--- src/rtl/tdm_pkg.sv ---
// Shared definitions for the 4-slot TDM mux/demux pair.
package tdm_pkg;

  localparam int unsigned NUM_SLOTS = 4;
  localparam int unsigned SLOT_W    = 2;

  typedef enum logic {
    HUNT = 1'b0,
    RUN  = 1'b1
  } tdm_state_t;

endpackage

--- src/rtl/tdm_demux4_if.sv ---
// Serial slot stream in, four parallel lanes plus status out.
interface tdm_demux4_if #(
  parameter int unsigned WIDTH = 1
) ();

  logic                      in_valid;
  logic                      in_sync;
  logic [WIDTH-1:0]          in_data;
  logic [WIDTH-1:0]          out0;
  logic [WIDTH-1:0]          out1;
  logic [WIDTH-1:0]          out2;
  logic [WIDTH-1:0]          out3;
  logic                      out_valid;
  logic [tdm_pkg::SLOT_W-1:0] slot;
  logic                      locked;
  logic                      sync_err;

  // Upstream side: drives the stream, observes the lanes.
  modport master (
    output in_valid, in_sync, in_data,
    input  out0, out1, out2, out3, out_valid, slot, locked, sync_err
  );

  // Demux side.
  modport slave (
    input  in_valid, in_sync, in_data,
    output out0, out1, out2, out3, out_valid, slot, locked, sync_err
  );

endinterface

--- src/rtl/tdm_slot_ctr.sv ---
// 2-bit slot counter: sync clear, load-to-1 (frame restart), increment with wrap.
module tdm_slot_ctr
  import tdm_pkg::*;
(
  input  logic              clk,
  input  logic              rst,
  input  logic              clr_i,
  input  logic              load1_i,
  input  logic              en_i,
  output logic [SLOT_W-1:0] slot_o
);

  logic [SLOT_W-1:0] slot_q, slot_d;

  always_comb begin
    slot_d = slot_q;
    if (clr_i) begin
      slot_d = '0;
    end else if (load1_i) begin
      slot_d = SLOT_W'(1);
    end else if (en_i) begin
      slot_d = slot_q + SLOT_W'(1);
    end
  end

  always_ff @(posedge clk) begin
    if (rst) begin
      slot_q <= '0;
    end else begin
      slot_q <= slot_d;
    end
  end

  assign slot_o = slot_q;

endmodule

--- src/rtl/tdm_demux4.sv ---
// Four-slot TDM demultiplexer: collects slot 0..3 words into shadow regs and
// publishes a whole frame to the lane registers with a one-cycle valid pulse.
module tdm_demux4
  import tdm_pkg::*;
#(
  parameter int unsigned WIDTH = 1
) (
  input  logic         clk,
  input  logic         rst,
  tdm_demux4_if.slave  bus
);

  tdm_state_t        state_q, state_d;
  logic [WIDTH-1:0]  shadow_q [NUM_SLOTS-1];
  logic [WIDTH-1:0]  shadow_d [NUM_SLOTS-1];
  logic [WIDTH-1:0]  out_q    [NUM_SLOTS];
  logic [WIDTH-1:0]  out_d    [NUM_SLOTS];
  logic              out_valid_q, out_valid_d;
  logic              sync_err_q, sync_err_d;

  logic              ctr_load1, ctr_en;
  logic [SLOT_W-1:0] slot;

  tdm_slot_ctr u_slot_ctr (
    .clk     (clk),
    .rst     (rst),
    .clr_i   (1'b0),
    .load1_i (ctr_load1),
    .en_i    (ctr_en),
    .slot_o  (slot)
  );

  always_comb begin
    state_d     = state_q;
    shadow_d    = shadow_q;
    out_d       = out_q;
    out_valid_d = 1'b0;
    sync_err_d  = 1'b0;
    ctr_load1   = 1'b0;
    ctr_en      = 1'b0;

    unique case (state_q)
      HUNT: begin
        if (bus.in_valid && bus.in_sync) begin
          shadow_d[0] = bus.in_data;
          ctr_load1   = 1'b1;
          state_d     = RUN;
        end
      end
      RUN: begin
        if (bus.in_valid) begin
          if (bus.in_sync && (slot != '0)) begin
            // Misplaced sync: drop the partial frame and restart on this word.
            sync_err_d  = 1'b1;
            shadow_d[0] = bus.in_data;
            ctr_load1   = 1'b1;
          end else if (slot == SLOT_W'(NUM_SLOTS - 1)) begin
            for (int i = 0; i < NUM_SLOTS - 1; i++) begin
              out_d[i] = shadow_q[i];
            end
            out_d[NUM_SLOTS-1] = bus.in_data;
            out_valid_d        = 1'b1;
            ctr_en             = 1'b1;
          end else begin
            for (int i = 0; i < NUM_SLOTS - 1; i++) begin
              if (slot == SLOT_W'(i)) begin
                shadow_d[i] = bus.in_data;
              end
            end
            ctr_en = 1'b1;
          end
        end
      end
      default: state_d = HUNT;
    endcase
  end

  always_ff @(posedge clk) begin
    if (rst) begin
      state_q     <= HUNT;
      out_valid_q <= 1'b0;
      sync_err_q  <= 1'b0;
      for (int i = 0; i < NUM_SLOTS - 1; i++) begin
        shadow_q[i] <= '0;
      end
      for (int i = 0; i < NUM_SLOTS; i++) begin
        out_q[i] <= '0;
      end
    end else begin
      state_q     <= state_d;
      out_valid_q <= out_valid_d;
      sync_err_q  <= sync_err_d;
      shadow_q    <= shadow_d;
      out_q       <= out_d;
    end
  end

  assign bus.out0      = out_q[0];
  assign bus.out1      = out_q[1];
  assign bus.out2      = out_q[2];
  assign bus.out3      = out_q[3];
  assign bus.out_valid = out_valid_q;
  assign bus.sync_err  = sync_err_q;
  assign bus.slot      = slot;
  assign bus.locked    = (state_q == RUN);

endmodule

--- src/flat_wrapper.sv ---
// flat-port wrapper written by rule: the top's interface ports become plain ports
module tdm_demux4_flat import tdm_pkg::*;
#(
  parameter int unsigned WIDTH = 1
)
  (clk, rst, bus_in_valid, bus_in_sync, bus_in_data, bus_out0, bus_out1, bus_out2, bus_out3, bus_out_valid, bus_slot, bus_locked, bus_sync_err);
  tdm_demux4_if #(.WIDTH(WIDTH)) bus_i ();
  input  logic clk;
  input  logic rst;
  input wire logic [$bits(bus_i.in_valid)-1:0] bus_in_valid;
  input wire logic [$bits(bus_i.in_sync)-1:0] bus_in_sync;
  input wire logic [$bits(bus_i.in_data)-1:0] bus_in_data;
  output wire logic [$bits(bus_i.out0)-1:0] bus_out0;
  output wire logic [$bits(bus_i.out1)-1:0] bus_out1;
  output wire logic [$bits(bus_i.out2)-1:0] bus_out2;
  output wire logic [$bits(bus_i.out3)-1:0] bus_out3;
  output wire logic [$bits(bus_i.out_valid)-1:0] bus_out_valid;
  output wire logic [$bits(bus_i.slot)-1:0] bus_slot;
  output wire logic [$bits(bus_i.locked)-1:0] bus_locked;
  output wire logic [$bits(bus_i.sync_err)-1:0] bus_sync_err;
  assign bus_i.in_valid = bus_in_valid;
  assign bus_i.in_sync = bus_in_sync;
  assign bus_i.in_data = bus_in_data;
  assign bus_out0 = bus_i.out0;
  assign bus_out1 = bus_i.out1;
  assign bus_out2 = bus_i.out2;
  assign bus_out3 = bus_i.out3;
  assign bus_out_valid = bus_i.out_valid;
  assign bus_slot = bus_i.slot;
  assign bus_locked = bus_i.locked;
  assign bus_sync_err = bus_i.sync_err;
  tdm_demux4 #(.WIDTH(WIDTH)) u_core (.clk(clk), .rst(rst), .bus(bus_i));
endmodule
--- config.mk ---
export PLATFORM = sky130hd
export DESIGN_NAME = tdm_demux4_flat
export DESIGN_NICKNAME = d
export VERILOG_FILES = /design/src/rtl/tdm_pkg.sv /design/src/rtl/tdm_demux4_if.sv /design/src/rtl/tdm_slot_ctr.sv /design/src/rtl/tdm_demux4.sv /design/src/flat_wrapper.sv
export SDC_FILE = /design/constraint.sdc
export NUM_CORES = 1
export LEC_CHECK = 0
export ABC_AREA = 0
export CORE_UTILIZATION = 45
export CTS_CLUSTER_SIZE = 40
export DETAILED_ROUTE_END_ITERATION = 6
export PLACE_DENSITY = 0.77
export SLEW_MARGIN = 20
export SYNTH_ARGS = -nofsm -noshare
export SYNTH_HDL_FRONTEND = slang
export SYNTH_SLANG_ARGS = --single-unit
--- constraint.sdc ---
create_clock -name clk -period 1.7 [get_ports clk]
set_clock_uncertainty 0.05 [all_clocks]
set_input_delay 0.17 -clock clk [delete_from_list [all_inputs] [get_ports clk]]
set_output_delay 0.17 -clock clk [all_outputs]
set_load 0.03 [all_outputs]
==> results.md <==
* Run status: complete, no violations
* Startpoint Class: flip-flop
* Core Rows at 12
* Gr ovfl total at 0
* Drc violations at 0
* Hold WS at 427.0 ps
* Final hold vios at 0
* Number of global-route vias before repair at 416
* Depth of the CTS H-tree at 1
* Initial Util at 51.39%
* Multi-input gate area at 350.3 um2
* Area of the core at 1171 um2
* Crit path max-delay family: buffers and inverters
* Maximum VDD drop at 0.5001 mV
* ANT cells at 0
* Avg Cell Area, Syn at 10.56 um2
* First-pass detailed-route iteration total at 3
* Final Wtd Congestion at 0.7687
* Syn_nets at 67
* Crit path DAT at 1420 ps
* Mapped Cells at 57
* Tmin final at 1639 ps
* EDFF count, synth at 0
* Die width at 38.57 um
* Maxcap violations at 0
* Crit path max fanout at 6
* Clk slew on worst S/H paths at 70 ps
* Crit-path cells: clkdlybuf4s50_1
* Element type at the critical path end: output pin
* First-pass GRT wire length at 1.794 mm
* First-iteration detailed-routing DRC count at 8
* I/O pin cnt at 14
* Routed vias at 451
* Slowest-stage cell, CP: clkdlybuf4s50_1
* Max-slew headroom at 79.07%
* P&R area growth vs syn at 32.02%
* Final worst slack at 61.17 ps
* HP Class: flip-flop to flip-flop
* DIE HEIGHT at 38.57 um
* Pre-CTS setup slack at 122.3 ps
* Post-route clock period utilization at 96.40%
* Antenna viol nets, final at 0
* Setup TNS at 0 ps
* Postcts setup bufs at 0
* Register bit total from synthesis at 12
* Num CTS Buffers at 3
* Critical path type: flip-flop to output pin
* CTS Root Cell: clkbuf_4
* Worst slew pin tran at 313.0 ps
* CP Buf/Inv Count at 1
* Post-synth cell types at 26
* Predominant post-synthesis flop cell: dfxtp_1
* Cell-internal power at 413.1 uW
* CTS sink cnt at 12
* FF/Latch Area at 241.5 um2
* Warnings from Yosys at 0
* Clk buf depth at 2
* Clock network fraction of total power at 31.2%
* Max-slew violation count at 0
* Lkg Pwr at 0.0003410 uW
* Detail Placement HPWL at 820.2 um
* Initial antenna violation count at 0
* Unrepaired setup endpoints after global routing: no
* Critical path required time at 1480 ps
* Share of flip-flops with an asynchronous set or reset at 0%
* Register area share after synthesis at 39.92%
* Port Buffers at 13
* CTS tree: done
* Fillers at 91
* Pwr per Cell Area at 700.1 nW/um2
* Nets@finish at 87
* Logic pwr share at 15.5%
* Final setup viols at 0
* Total Routed Length at 1.090 mm
* CTS Hold Bufs at 0
* Mean routed wirelength per cell at 12.25 um
* Latest clock arrival within the worst-skew pair at 270 ps
* Die area at 1488 um2
* Switching pwr at 143.1 uW
* Max incr delay on CP at 710 ps
* Largest net degree at the start of global routing at 13
* Max frequency at 610.2 MHz
* Synth Cell Area at 601.8 um2
* Net switching fraction of the power at 25.72%
* Seq pwr share at 53.3%
* Gr usage total at 18.55%
* Layout cells sized above 1 at 18.67%
* Vias per inst at 5.067
[routing by layer]
layer  wire, um  GRT usage (%)  part of all wire (%)  up-vias
li1           -              -                     -      240
met1        587          24.64                    54      197
met2        431          25.42                    40       12
met3         47          6.936                   4.3        2
met4         23          10.34                   2.1        0
met5          0              0                     0        -
[area by class of cell]
| class | instances | area share, % |
|---|---|---|
| multi-input cells | 42 | 44.09 |
| flip-flops and latches | 12 | 30.39 |
| repair buffers | 16 | 19.53 |
| clock buffers | 3 | 2.835 |
| well taps | 14 | 2.205 |
| inverters | 2 | 0.9449 |
[sequential cells by signal (all words and copies together) (netlist names)]
name                      cells
u_core.bus.sync_err           1
u_core.bus.locked             1
u_core.u_slot_ctr.slot_o      2
u_core.bus.out1               1
u_core.shadow_q               3
u_core.bus.out2               1
u_core.bus.out_valid          1
u_core.bus.out0               1
u_core.bus.out3               1
[kinds of logic (layout without fill, tap and decap cells)]
family                     Yosys count  in the layout  share of synthesized area (%)
DFF                                 12             12                          39.92
muxes                                7              7                          12.68
adders and majority gates            5              5                          10.40
and+or+nand+nor                     23             23                          28.48
buffers and inverters                3             21                          1.871
AOI/OAI and AO/OA                    7              7                          6.651
[power groups by stage]
stage / clock (uW) / combinational, uW / sequential (uW)
after detailed placement: 0 / 86.4 / 303
final: 174 / 86.1 / 296
after global placement: 0 / 86.3 / 302
after CTS: 179 / 86.8 / 296
after floorplan: 0 / 41.6 / 311
after global routing: 193 / 93.2 / 298
[timing repair]
| item | 4_1_cts | 5_1_grt |
|---|---|---|
| endpoints found under the setup margin | 0 | 1 |
| resized for setup | 0 | 1 |
| endpoints found under the hold margin | 0 | 0 |
[cell usage in the layout (no fill, tap or decap), types with 2 or more instances in the layout]
cell             netlist  layout
clkbuf_4               0       3
dfxtp_1               12      11
ha_1                   5       5
nor3_1                 2       2
nand2b_1               6       6
a21oi_1                3       3
inv_1                  2       2
mux2i_1                5       5
nor2b_1                2       2
buf_4                  0       3
a31oi_1                2       2
nand2_1                2       2
clkdlybuf4s50_1        0      12
[stage by stage]
stage	instances	util (%)	total power (uW)	area (um2)
after CTS	89	67.63	562.0	792.0
after global placement	86	65.71	388.6	769.5
final	89	67.84	556.2	794.5
after detailed placement	86	65.71	389.4	769.5
after global routing	89	67.84	583.5	794.5
after floorplan	57	-	352.6	603.1
[path summary, 6_finish.rpt]
kind	cells after the start	from	to	slack, ps
max	1	u_core.u_slot_ctr.slot_o[1]	bus_slot[1]	60
min	2	u_core.bus.out3	u_core.bus.out3	430
min reg2reg	2	u_core.bus.out3	u_core.bus.out3	430
max reg2reg	5	u_core.u_slot_ctr.slot_o[1]	u_core.shadow_q[2]	100
[synthesized netlist by cell type (all sizes together), types with 2 or more instances]
master | n | area (um2)
mux2i | 5 | 50.05
nand2b | 7 | 46.30
nor4b | 2 | 23.77
nand2 | 2 | 7.510
dfxtp | 12 | 240.2
nor3 | 2 | 10.01
ha | 5 | 62.56
a31oi | 2 | 12.51
nor2b | 2 | 12.51
mux2 | 2 | 26.27
a21oi | 3 | 15.01
inv | 2 | 7.510
[worst min-delay path, delay by kind of cell (launching register included)]
kind          cells  cell delay (ps)
flops             1              310
mux               1               60
simple gates      1               60
No activity file was read; power rests on OpenSTA's default activity.
